`src/rtl/ace_pkg.sv`:
```
// Shared ACE snoop types: AC snoop codes, CR response bit positions, line state
// encoding and the default request/response channel structs.
package ace_pkg;

  localparam int unsigned AceAddrWidth = 32;
  localparam int unsigned AceDataWidth = 64;

  typedef enum logic [3:0] {
    AcReadOnce           = 4'b0000,
    AcReadShared         = 4'b0001,
    AcReadClean          = 4'b0010,
    AcReadNotSharedDirty = 4'b0011,
    AcReadUnique         = 4'b0111,
    AcCleanShared        = 4'b1000,
    AcCleanInvalid       = 4'b1001,
    AcMakeInvalid        = 4'b1101
  } acsnoop_t;

  typedef logic [4:0] crresp_t;

  localparam int unsigned CrDataTransfer = 0;
  localparam int unsigned CrError        = 1;
  localparam int unsigned CrPassDirty    = 2;
  localparam int unsigned CrIsShared     = 3;
  localparam int unsigned CrWasUnique    = 4;

  typedef struct packed {
    logic shared;
    logic dirty;
    logic valid;
  } line_state_t;

  typedef struct packed {
    logic [AceAddrWidth-1:0] addr;
    logic [3:0]              snoop;
  } ac_chan_t;

  typedef struct packed {
    logic [AceDataWidth-1:0] data;
    logic                    last;
  } cd_chan_t;

  typedef struct packed {
    ac_chan_t ac;
    logic     ac_valid;
    logic     cr_ready;
    logic     cd_ready;
  } snoop_req_t;

  typedef struct packed {
    logic     ac_ready;
    logic     cr_valid;
    crresp_t  cr_resp;
    logic     cd_valid;
    cd_chan_t cd;
  } snoop_resp_t;

  // Error is never signalled by this responder, so it is tied low here.
  function automatic crresp_t make_crresp(input logic was_unique, input logic is_shared,
                                          input logic pass_dirty, input logic data_xfer);
    crresp_t r;
    r                 = '0;
    r[CrWasUnique]    = was_unique;
    r[CrIsShared]     = is_shared;
    r[CrPassDirty]    = pass_dirty;
    r[CrError]        = 1'b0;
    r[CrDataTransfer] = data_xfer;
    return r;
  endfunction

endpackage

```
`src/rtl/ace_snoop_resp_lut.sv`:
```
// Combinational snoop decision table: maps snoop type and looked-up line state
// to the CR response, the next line state and whether a state write is needed.
module ace_snoop_resp_lut
  import ace_pkg::*;
(
  input  logic [3:0]  acsnoop,
  input  logic        hit,
  input  line_state_t state,
  output crresp_t     crresp,
  output line_state_t new_state,
  output logic        do_upd,
  output logic        illegal
);

  logic        dt, is, pd, legal;
  line_state_t ns;

  // Decode per-snoop behaviour; misses and unknown codes collapse to an empty response.
  always_comb begin
    dt        = 1'b0;
    is        = 1'b0;
    pd        = 1'b0;
    legal     = 1'b1;
    ns        = state;
    crresp    = '0;
    new_state = state;
    do_upd    = 1'b0;

    case (acsnoop)
      AcReadOnce: begin
        dt = 1'b1;
        is = 1'b1;
      end
      AcReadShared, AcReadClean, AcReadNotSharedDirty: begin
        dt = 1'b1;
        is = 1'b1;
        pd = state.dirty;
        ns = '{shared: 1'b1, dirty: 1'b0, valid: 1'b1};
      end
      AcReadUnique: begin
        dt = 1'b1;
        pd = state.dirty;
        ns = '0;
      end
      AcCleanInvalid: begin
        dt = state.dirty;
        pd = state.dirty;
        ns = '0;
      end
      AcCleanShared: begin
        dt = state.dirty;
        is = 1'b1;
        pd = state.dirty;
        ns = '{shared: state.shared, dirty: 1'b0, valid: 1'b1};
      end
      AcMakeInvalid: begin
        ns = '0;
      end
      default: legal = 1'b0;
    endcase

    illegal = ~legal;

    if (legal && hit) begin
      crresp    = make_crresp(~state.shared, is, pd, dt);
      new_state = ns;
      do_upd    = (ns != state);
    end
  end

endmodule

```
`src/rtl/ace_snoop_responder.sv`:
```
// ACE snoop slave: accepts one AC request at a time, looks up the line, returns
// CR, streams the line on CD when required and writes back the new line state.
module ace_snoop_responder
  import ace_pkg::*;
#(
  parameter int unsigned AddrWidth    = 32,
  parameter int unsigned DataWidth    = 64,
  parameter int unsigned BeatsPerLine = 4,
  parameter type         snoop_req_t  = ace_pkg::snoop_req_t,
  parameter type         snoop_resp_t = ace_pkg::snoop_resp_t
) (
  input  logic                            clk_i,
  input  logic                            rst_ni,
  input  snoop_req_t                      snoop_req_i,
  output snoop_resp_t                     snoop_resp_o,
  output logic                            lookup_req_o,
  output logic [AddrWidth-1:0]            lookup_addr_o,
  input  logic                            lookup_gnt_i,
  input  logic                            lookup_hit_i,
  input  logic [2:0]                      lookup_state_i,
  output logic                            data_req_o,
  output logic [$clog2(BeatsPerLine)-1:0] data_beat_o,
  input  logic [DataWidth-1:0]            data_rdata_i,
  output logic                            upd_valid_o,
  output logic [AddrWidth-1:0]            upd_addr_o,
  output logic [2:0]                      upd_state_o,
  output logic                            illegal_o
);

  localparam int unsigned BeatW        = $clog2(BeatsPerLine);
  localparam int unsigned OffW         = $clog2(DataWidth / 8);
  localparam int unsigned BytesPerLine = (DataWidth / 8) * BeatsPerLine;
  localparam logic [AddrWidth-1:0] OffMask = AddrWidth'(BytesPerLine - 1);

  typedef enum logic [2:0] {
    StIdle,
    StLookup,
    StCr,
    StDataReq,
    StDataCap,
    StDataSend,
    StUpd
  } state_e;

  state_e                 state_q, state_d;
  logic [AddrWidth-1:0]   addr_q, addr_d;
  logic [3:0]             snoop_q, snoop_d;
  crresp_t                cr_q, cr_d;
  line_state_t            new_state_q, new_state_d;
  logic                   do_upd_q, do_upd_d;
  logic                   illegal_q, illegal_d;
  logic [BeatW-1:0]       beat_q, beat_d;
  logic [BeatW-1:0]       cnt_q, cnt_d;
  logic [DataWidth-1:0]   cd_data_q, cd_data_d;
  logic                   ac_ready_q;

  crresp_t                lut_cr;
  line_state_t            lut_new_state;
  logic                   lut_do_upd;
  logic                   lut_illegal;
  logic                   last_beat;
  logic [AddrWidth-1:0]   line_addr;

  ace_snoop_resp_lut u_lut (
    .acsnoop   (snoop_q),
    .hit       (lookup_hit_i),
    .state     (line_state_t'(lookup_state_i)),
    .crresp    (lut_cr),
    .new_state (lut_new_state),
    .do_upd    (lut_do_upd),
    .illegal   (lut_illegal)
  );

  assign last_beat     = (cnt_q == BeatW'(BeatsPerLine - 1));
  assign line_addr     = addr_q & ~OffMask;
  assign lookup_addr_o = line_addr;
  assign upd_addr_o    = line_addr;
  assign upd_state_o   = new_state_q;
  assign data_beat_o   = beat_q;
  assign illegal_o     = illegal_q;

  // Next-state logic and channel outputs for the snoop FSM.
  always_comb begin
    state_d      = state_q;
    addr_d       = addr_q;
    snoop_d      = snoop_q;
    cr_d         = cr_q;
    new_state_d  = new_state_q;
    do_upd_d     = do_upd_q;
    illegal_d    = 1'b0;
    beat_d       = beat_q;
    cnt_d        = cnt_q;
    cd_data_d    = cd_data_q;
    lookup_req_o = 1'b0;
    data_req_o   = 1'b0;
    upd_valid_o  = 1'b0;

    snoop_resp_o          = '0;
    snoop_resp_o.ac_ready = ac_ready_q;
    snoop_resp_o.cr_resp  = cr_q;
    snoop_resp_o.cd.data  = cd_data_q;

    case (state_q)
      StIdle: begin
        if (snoop_req_i.ac_valid && ac_ready_q) begin
          addr_d  = AddrWidth'(snoop_req_i.ac.addr);
          snoop_d = snoop_req_i.ac.snoop;
          state_d = StLookup;
        end
      end
      StLookup: begin
        lookup_req_o = 1'b1;
        if (lookup_gnt_i) begin
          cr_d        = lut_cr;
          new_state_d = lut_new_state;
          do_upd_d    = lut_do_upd;
          // Registered so the pulse lands on the first CR cycle only.
          illegal_d   = lut_illegal;
          beat_d      = addr_q[OffW +: BeatW];
          cnt_d       = '0;
          state_d     = StCr;
        end
      end
      StCr: begin
        snoop_resp_o.cr_valid = 1'b1;
        if (snoop_req_i.cr_ready) begin
          if (cr_q[CrDataTransfer]) begin
            state_d = StDataReq;
          end else if (do_upd_q) begin
            state_d = StUpd;
          end else begin
            state_d = StIdle;
          end
        end
      end
      StDataReq: begin
        data_req_o = 1'b1;
        state_d    = StDataCap;
      end
      StDataCap: begin
        // Read data arrives one cycle after the request; hold it for the CD stall.
        cd_data_d = data_rdata_i;
        state_d   = StDataSend;
      end
      StDataSend: begin
        snoop_resp_o.cd_valid = 1'b1;
        snoop_resp_o.cd.last  = last_beat;
        if (snoop_req_i.cd_ready) begin
          beat_d = beat_q + BeatW'(1);
          cnt_d  = cnt_q + BeatW'(1);
          if (!last_beat) begin
            state_d = StDataReq;
          end else if (do_upd_q) begin
            state_d = StUpd;
          end else begin
            state_d = StIdle;
          end
        end
      end
      StUpd: begin
        upd_valid_o = 1'b1;
        state_d     = StIdle;
      end
      default: state_d = StIdle;
    endcase
  end

  // State and datapath registers; reset aborts any snoop in flight.
  always_ff @(posedge clk_i or negedge rst_ni) begin
    if (!rst_ni) begin
      state_q     <= StIdle;
      addr_q      <= '0;
      snoop_q     <= '0;
      cr_q        <= '0;
      new_state_q <= '0;
      do_upd_q    <= 1'b0;
      illegal_q   <= 1'b0;
      beat_q      <= '0;
      cnt_q       <= '0;
      cd_data_q   <= '0;
      ac_ready_q  <= 1'b0;
    end else begin
      state_q     <= state_d;
      addr_q      <= addr_d;
      snoop_q     <= snoop_d;
      cr_q        <= cr_d;
      new_state_q <= new_state_d;
      do_upd_q    <= do_upd_d;
      illegal_q   <= illegal_d;
      beat_q      <= beat_d;
      cnt_q       <= cnt_d;
      cd_data_q   <= cd_data_d;
      ac_ready_q  <= (state_d == StIdle);
    end
  end

endmodule
```
`config.mk`:
```
export PLATFORM = sky130hd
export DESIGN_NAME = ace_snoop_responder
export DESIGN_NICKNAME = d
export VERILOG_FILES = /design/src/rtl/ace_pkg.sv /design/src/rtl/ace_snoop_resp_lut.sv /design/src/rtl/ace_snoop_responder.sv
export SDC_FILE = /design/constraint.sdc
export NUM_CORES = 1
export LEC_CHECK = 0
export ABC_AREA = 1
export CORE_ASPECT_RATIO = 2
export CORE_MARGIN = 1.5
export CORE_UTILIZATION = 40
export CTS_CLUSTER_DIAMETER = 50
export CTS_CLUSTER_SIZE = 16
export DETAILED_ROUTE_END_ITERATION = 10
export PLACE_DENSITY = 0.76
export SKIP_CTS_REPAIR_TIMING = 1
export SLEW_MARGIN = 10
export SYNTH_ARGS = -nofsm -noshare
export SYNTH_HDL_FRONTEND = slang
export SYNTH_SLANG_ARGS = --single-unit
```
`constraint.sdc`:
```
create_clock -name clk_i -period 1.8 [get_ports clk_i]
set_input_delay 0.18 -clock clk_i [delete_from_list [all_inputs] [get_ports clk_i]]
set_output_delay 0.18 -clock clk_i [all_outputs]
set_load 0.1 [all_outputs]
```
== Yosys cells after proc, flatten, opt, wreduce, memory -nomap -nowiden ==
Index checks and enable logic that the tools add are counted.
W data, S select, Z words.
Operators by class
  add/subtract/negate cells: 2
  $mul: 0
  div/mod/pow operators: 0
  magnitude comparators: 0
  eq/ne operators: 17
  shifts and indexed selects: 0
  multiplexer cells: 30
  bitwise logic cells: 2
  reduce and logical (&&, ||, !) cells: 16
Operator list (count)
  $mux W3: 8
  $pmux W3 S6: 1
  $eq A4 B4 Y1 const B: 3
  $mux W1: 12
  $reduce_or A5 Y1: 2
  $eq A3 B3 Y1 const B: 3
  $pmux W3 S3: 1
  $eq A4 B2 Y1 const B: 2
  $mux W2: 4
  $pmux W2 S2: 2
  $reduce_or A8 Y1: 1
  $eq A3 B2 Y1 const B: 2
  $logic_not A3 Y1: 2
  $reduce_or A3 Y1: 2
  $reduce_or A6 Y1: 1
  $mux W5: 1
  $add A2 B1 Y2 const B: 2
  $eq A4 B1 Y1 const B: 1
  $eq A4 B3 Y1 const B: 1
  $logic_not A4 Y1: 1
  $ne A2 B2 Y1 const B: 2
  $reduce_and A2 Y1: 2
  $eq A3 B1 Y1 const B: 1
  $ne A3 B3 Y1: 1
  7 further kinds: 9
Storage, ports and cells
  register bits after elaboration: 118
  latch bits: 0
  RAM bits: 0
  bits in read-only memories: 0
  bits of input ports: 110
  memories: 0

== Logic depth before layout (Yosys ltp) ==
Gate-level depths: netlist (run 1).
  depth after elaboration: 6
  depth in mapped cells: 10

== Modules after synthesis ==
From an unflattened synthesis (run 1), not the netlist that was laid out.
Unflattened totals
  cells, all modules: 443
  area, all modules: 5459.0 µm²
By module, submodules not included
  ace_snoop_responder: instances 1, cells an instance 389, area an instance 5210.0 µm², seq. area each 2877.8 µm²
  ace_snoop_resp_lut: instances 1, cells an instance 54, area an instance 249.0 µm², seq. area each 0.0 µm²

== Least setup slack after synthesis (run 1) ==
No wires, ideal clock.
  kind: register to register
  start point: register state_q[0]
  end point: register ac_ready_q
  data arrival time: 2.836 ns
  setup slack: -1.157 ns
  stages on the path, launching flop included: 6
  period minus slack after synthesis: 2.957 ns
  path through: dfrtp_1 > inv_1 > nor3_1 > a21oi_1 > o21ai_1 > nor2_1
On the way
  longest elaborated chain between the ends: 3
  elaborated cells between the ends (all ways): 12
  classes of those cells: eq/ne: 5; mux: 5; reduce/logical: 2
RTL lines
  start, declared: line ace_snoop_responder.sv:45  | state_e state_q, state_d;
  start signal, assigned: line ace_snoop_responder.sv:171  | state_q <= StIdle;
  start signal, assigned: line ace_snoop_responder.sv:183  | state_q <= state_d;
  $eq A3 B3 Y1, or another cell as far along: line ace_snoop_responder.sv:103  | case (state_q)
  $pmux W3 S6 (*): line ace_snoop_responder.sv:103
  net state_d[2]: line ace_snoop_responder.sv:45
  $logic_not A3 Y1 (*): line ace_snoop_responder.sv:193  | ac_ready_q <= (state_d == StIdle);
  end signal, assigned: line ace_snoop_responder.sv:193
  end, declared: line ace_snoop_responder.sv:55  | logic ac_ready_q;
Mark *: on every way through the listed nets, which the timed path passes. The rest lies on a longest branch.
A chain may end at the register's enable or synchronous reset.

==> impl_metrics.ini, run 1 <==
[worst_setup_path]
rr_endpoint = cd_data_q[44]$_DFFE_PN0N_
critPathKind = reg -> out
cpMaxStageDelayCell = dfrtp_1
crit_required_ns = 1.62
worst_setup_path_start_kind = register
cp_cell_sequence = inv_2, nor2_4, nand2_2, nor2_4, buf_12
r2r_setup_slack_ns = 0.19
crit_path_end_kind = primary output
r2r_cells = 8
path_max_fanout = 5
regToRegStartpoint = state_q[2]$_DFF_PN0_
arrival_ns = 1.51
crit_path_end = snoop_resp_o[0]
max_stage_delay_ns = 0.40
cp_common_cell = nor2_4
cp-startpoint = state_q[2]$_DFF_PN0_

[run_status]
status = completed

[final_layout]
stdcell_count = 928
nets = 875
fin_area_um2 = 7730
mostFrequentLayoutCells = nand2_1, buf_4, dfrtp_1
register_area_um2 = 2850
syn_to_final_growth_pct = 47.8
drive_above_1_share_pct = 28.3
final_common_cell = nand2_1
fill_cells = 1075
multi_input_area_um2 = 1700

[floorplanning]
rows = 58
die_width_um = 83.8
initial_utilization_pct = 41.4
ios = 256
dieHeight_um = 165
die-area_um2 = 13800
core-area_um2 = 12600

[global_routing]
grt_pass1_wl_mm = 22.3
first_global_vias = 4482
grt_max_degree = 63
overflow = 0
grt_usage_pct = 20.6
antenna_found_initial = 0

[cts]
cts_buffers = 17
cts-root-buf = clkbuf_16
h-tree-depth = 4
cts_tree = built
cts_buffer_depth = 2
clk_pin_slew_worst_paths_ns = 0.05
insertion_delay_ns = 0.40
clock-sinks = 114

[synth]
yosysWarnings = 0
synth_top_cells_by_area = dfrtp_1, nand2_1, buf_4
ys_seq_elements = 114
yosysSeqAreaShare_pct = 54.6
synth_top_area_cell = dfrtp_1
avgSynthCellArea_um2 = 9.17
netlist_instances = 570
synth_top_area_share_pct = 54.6
synth_cell_types = 23
netlist_area_um2 = 5230

[sta]
hold_ws_ns = 0.311
final-max-slew-violation-count = 0
period_share_pct = 93.9
final-setup-viol-count = 0
finClkSkew_ns = 0.00775
max_freq_mhz = 592
hold_viol_final = 0
finalSetupTns_ns = 0
rsz0062_at_grt = no
period_minus_slack_ns = 1.69

[place]
place_congestion = 0.902
place_area_um2 = 7100
dp.cells = 894
io_buffers = 241
dpl.hpwl_mm = 10.5

[drt]
drt-vias-per-instance = 4.72
dr.pass1.iters = 4
wl_mm = 14.0
drt-initial-drc-count = 159
drcViolationCount = 0
wl_per_cell_um = 15.1
drtAntennaViolNets = 0
dr_total_vias = 4380

[run]
maxCapViolCount = 0

[hold_path]
hp-class = in -> async
==> area by class of cell <==
class | count | share of cell area (%)
diodes | 1 | 0.0324
clock buffers | 23 | 6.19
clock inverters | 9 | 1.67
inverters | 30 | 1.46
multi-input cells | 352 | 22.1
flip-flops and latches | 114 | 36.9
well taps | 150 | 2.43
repair buffers | 249 | 29.2
==> kinds of logic after synthesis <==
kind of cell / share of synthesized area, %
buffers and inverters: 14.5
and+or+nand+nor: 21.8
other: 0.0717
DFF: 54.6
adders and majority gates: 0.239
muxes: 7.11
AOI/OAI and AO/OA: 1.75
==> flip-flops by register name, indices dropped and copies added (netlist names) <==
register	cells
addr_q	29
cd_data_q	64
state_q	3
ac_ready_q	1
cr_q	4
illegal_o	1
data_beat_o	2
snoop_q	4
upd_state_o	3
cnt_q	2
do_upd_q	1
==> routing by layer <==
metal | global-route usage, % | routed length, µm | vias to the layer above
li1 | - | - | 2065
met1 | 21.5 | 4820 | 2070
met4 | 11.7 | 599 | 0
met3 | 4.65 | 734 | 42
met2 | 37.8 | 7890 | 203
met5 | 0 | 0 | -
==> critical path: cells and delay by family, from the launching register on <==
kind | cells | cell delay [ns]
simple gates | 3 | 0.40
flops | 1 | 0.40
buf+inv | 2 | 0.30
==> cells in the mapped netlist, drive strengths merged <==
master,number
nand2,248
clkbuf,6
conb,1
buf,78
dfrtp,114
nor3,4
nor2,31
ha,1
a21oi,8
mux2,29
o211ai,1
inv,30
o21ai,8
nand3,11
==> metrics by stage <==
stage / utilization, % / worst slack, ns
global placement: 56.2 / 0.201
finish: 61.2 / 0.110
detailed placement: 56.2 / 0.144
CTS: 61.0 / -0.0380
global route: 61.2 / 0.0209
floorplan: - / 0.0308
==> worst min path at each step <==
stage	endpoint	slack [ns]	cells past startpoint
after floorplan	ac_ready_q$_DFF_PN0_	-0.12	0
after global placement	addr_q[23]$_DFFE_PN0P_	0.14	1
after detailed placement	addr_q[23]$_DFFE_PN0P_	0.15	1
after CTS	addr_q[23]$_DFFE_PN0P_	-0.29	1
after global routing	cd_data_q[60]$_DFFE_PN0N_	0.32	3
final	addr_q[23]$_DFFE_PN0P_	0.31	2
Power of run 1 is left out: the tool's default activity adds up to more than one toggle a clock period on the data nets, which glitch-free logic cannot reach.
==> inputs of run 2 (changes only) <==
--- a/config.mk
+++ b/config.mk
@@ -5,7 +5,6 @@
 export SDC_FILE = /design/constraint.sdc
 export NUM_CORES = 1
 export LEC_CHECK = 0
-export ABC_AREA = 1
 export CORE_ASPECT_RATIO = 2
 export CORE_MARGIN = 1.5
 export CORE_UTILIZATION = 40
==> run 2 against run 1 <==
Utilization fell by 0.40 points; design area increased by 2.2%; die area up 2.2%; maximum frequency shrank 5.3%; largest cell class unchanged.
==> impl_metrics.ini, run 2 <==
[final_layout]
reg_top3 = cd_data_q (64), addr_q (29)
register_area_um2 = 2860
nets = 713
utilization_pct = 60.8
final_common_cell = buf_4
largest_reg_flops = 64
antennaDiodeCount = 0
multi_input_area_um2 = 1890
syn_to_final_growth_pct = 47.8
drive_above_1_share_pct = 48.0
mostFrequentLayoutCells = buf_4, dfrtp_1, clkdlybuf4s50_1
top_register = cd_data_q
stdcell_count = 766
fill_cells = 1043

[synth]
synth_enable_flop_cells = 0
synth_top_cells_by_area = dfrtp_1, mux2_2, buf_4
synth_top_area_share_pct = 53.4
synthMuxAreaShare_pct = 22.2
synth-adder-area-share_pct = 0.234
ys_seq_elements = 114
synth-simple-area-share_pct = 6.49
async_flop_share_pct = 100
netlist_top_cells_count = dfrtp_1, mux2_2, buf_4, mux2_4, nand2_1
synth_cell_types = 45
yosysWarnings = 0
netlist_instances = 402
synth_xor_area_share_pct = 0
netlist_area_um2 = 5340
synth_top_flop_cell = dfrtp_1
synth_top_family_by_area = multiplexers
yosysSeqAreaShare_pct = 53.4
synth_compound_area_share_pct = 4.94
avgSynthCellArea_um2 = 13.3
yosysMostFrequentCell = dfrtp_1
synth_top_area_cell = dfrtp_1

[cts]
clock-sinks = 114
cts-root-buf = clkbuf_16
insertion_delay_ns = 0.41
cts_buffers = 17
cts_tree = built
h-tree-depth = 4
cts_buffer_depth = 2
clk_pin_slew_worst_paths_ns = 0.06

[floorplanning]
ios = 256
initial_utilization_pct = 41.1
core-area_um2 = 13000
dieHeight_um = 166
die-area_um2 = 14100
rows = 59
die_width_um = 84.7

[run]
maxCapViolCount = 0

[drt]
drt-vias-per-instance = 4.90
met2_length_mm = 7.83
dr_total_vias = 3753
drtAntennaViolNets = 0
wl_mm = 13.6
drt-initial-drc-count = 85
top_layer_used = met4
drcViolationCount = 0
met3WireLength_um = 761
met1_length_mm = 4.55
dr.pass1.iters = 4
wl_per_cell_um = 17.7

[global_routing]
grt_pass1_wl_mm = 21.0
grt_max_degree = 45
antenna_found_initial = 0
grt_usage_pct = 19.1
overflow = 0
first_global_vias = 3970

[worst_setup_path]
crit_required_ns = 1.62
worst_setup_path_start_kind = register
arrival_ns = 1.60
path_max_fanout = 11
crit_path_end_kind = primary output
max_stage_delay_ns = 0.47
cpMaxStageDelayCell = dfrtp_2
critPathKind = reg -> out
cp_cell_sequence = or3b_4, clkinvlp_4, buf_12

[sta]
tightest_slew_ns = 0.505
finClkSkew_ns = 0.00604
max_freq_mhz = 560
max_slew_margin_pct = 66.3
rsz0062_at_grt = yes
final-max-slew-violation-count = 0
period_minus_slack_ns = 1.78
hold_viol_final = 0
hold_ws_ns = 0.318
period_share_pct = 99.1
final-setup-viol-count = 0
fin_ws_ns = 0.0157

[place]
place_ws_ns = 0.0278
dp.cells = 729
place_congestion = 0.871
dpl.hpwl_mm = 9.90
io_buffers = 241

[hold_path]
hp-class = in -> async

[run_status]
status = completed
[run 2: routing by layer]
layer	vias up	GRT usage [%]
met3	41	3.91
li1	1706	-
met2	181	34.9
met5	-	0
met1	1825	20.6
met4	0	8.63
[run 2: path summary, 6_finish.rpt]
| kind | cells past startpoint | end | slack, ns | start |
|---|---|---|---|---|
| hold reg to reg | 2 | upd_state_o[1]$_DFFE_PN0P_ | 0.49 | upd_state_o[1]$_DFFE_PN0P_ |
| min in group clk_i | 3 | snoop_q[2]$_DFFE_PN0P_ | 0.34 | snoop_req_i[5] |
| setup reg to reg | 5 | cd_data_q[17]$_DFFE_PN0N_ | 0.05 | state_q[1]$_DFF_PN0_ |
| max in group asynchronous | 3 | cd_data_q[63]$_DFFE_PN0N_ | 0.86 | rst_ni |
| setup / recovery | 3 | snoop_resp_o[71] | 0.02 | state_q[1]$_DFF_PN0_ |
| hold / removal | 2 | cd_data_q[21]$_DFFE_PN0N_ | 0.32 | rst_ni |
[run 2: critical path, delay by kind of cell (launching register included)]
family,cells,cell delay [ns]
simple gates,1,0.44
flops,1,0.47
buf+inv,2,0.29
[run 2: layout make-up]
class,instances,share of cell area [%]
flip-flops and latches,114,36.2
repair buffers,256,30.0
multi-input cells,209,23.9
clock buffers,18,5.56
well taps,152,2.41
clock inverters,13,1.76
inverters,4,0.238
[run 2: cell families (layout without fill, tap and decap cells)]
logic type               count (synthesis)  after routing
flip-flops                             114            114
multiplexers                            96             96
buffers and inverters                   89            291
AND/OR/NAND/NOR                         59             59
AO/OA/AOI/OAI                           42             42
adder cells (fa/ha/maj)                  1              1
other                                    1             11
[run 2: stage by stage]
stage                     area, µm²  setup TNS [ns]
after floorplan                5410               0
after global placement         7240               0
after detailed placement       7240               0
after CTS                      7810          -0.205
after global routing           7900         -0.0845
final                          7900               0
Power of run 2 is left out for the same reason.
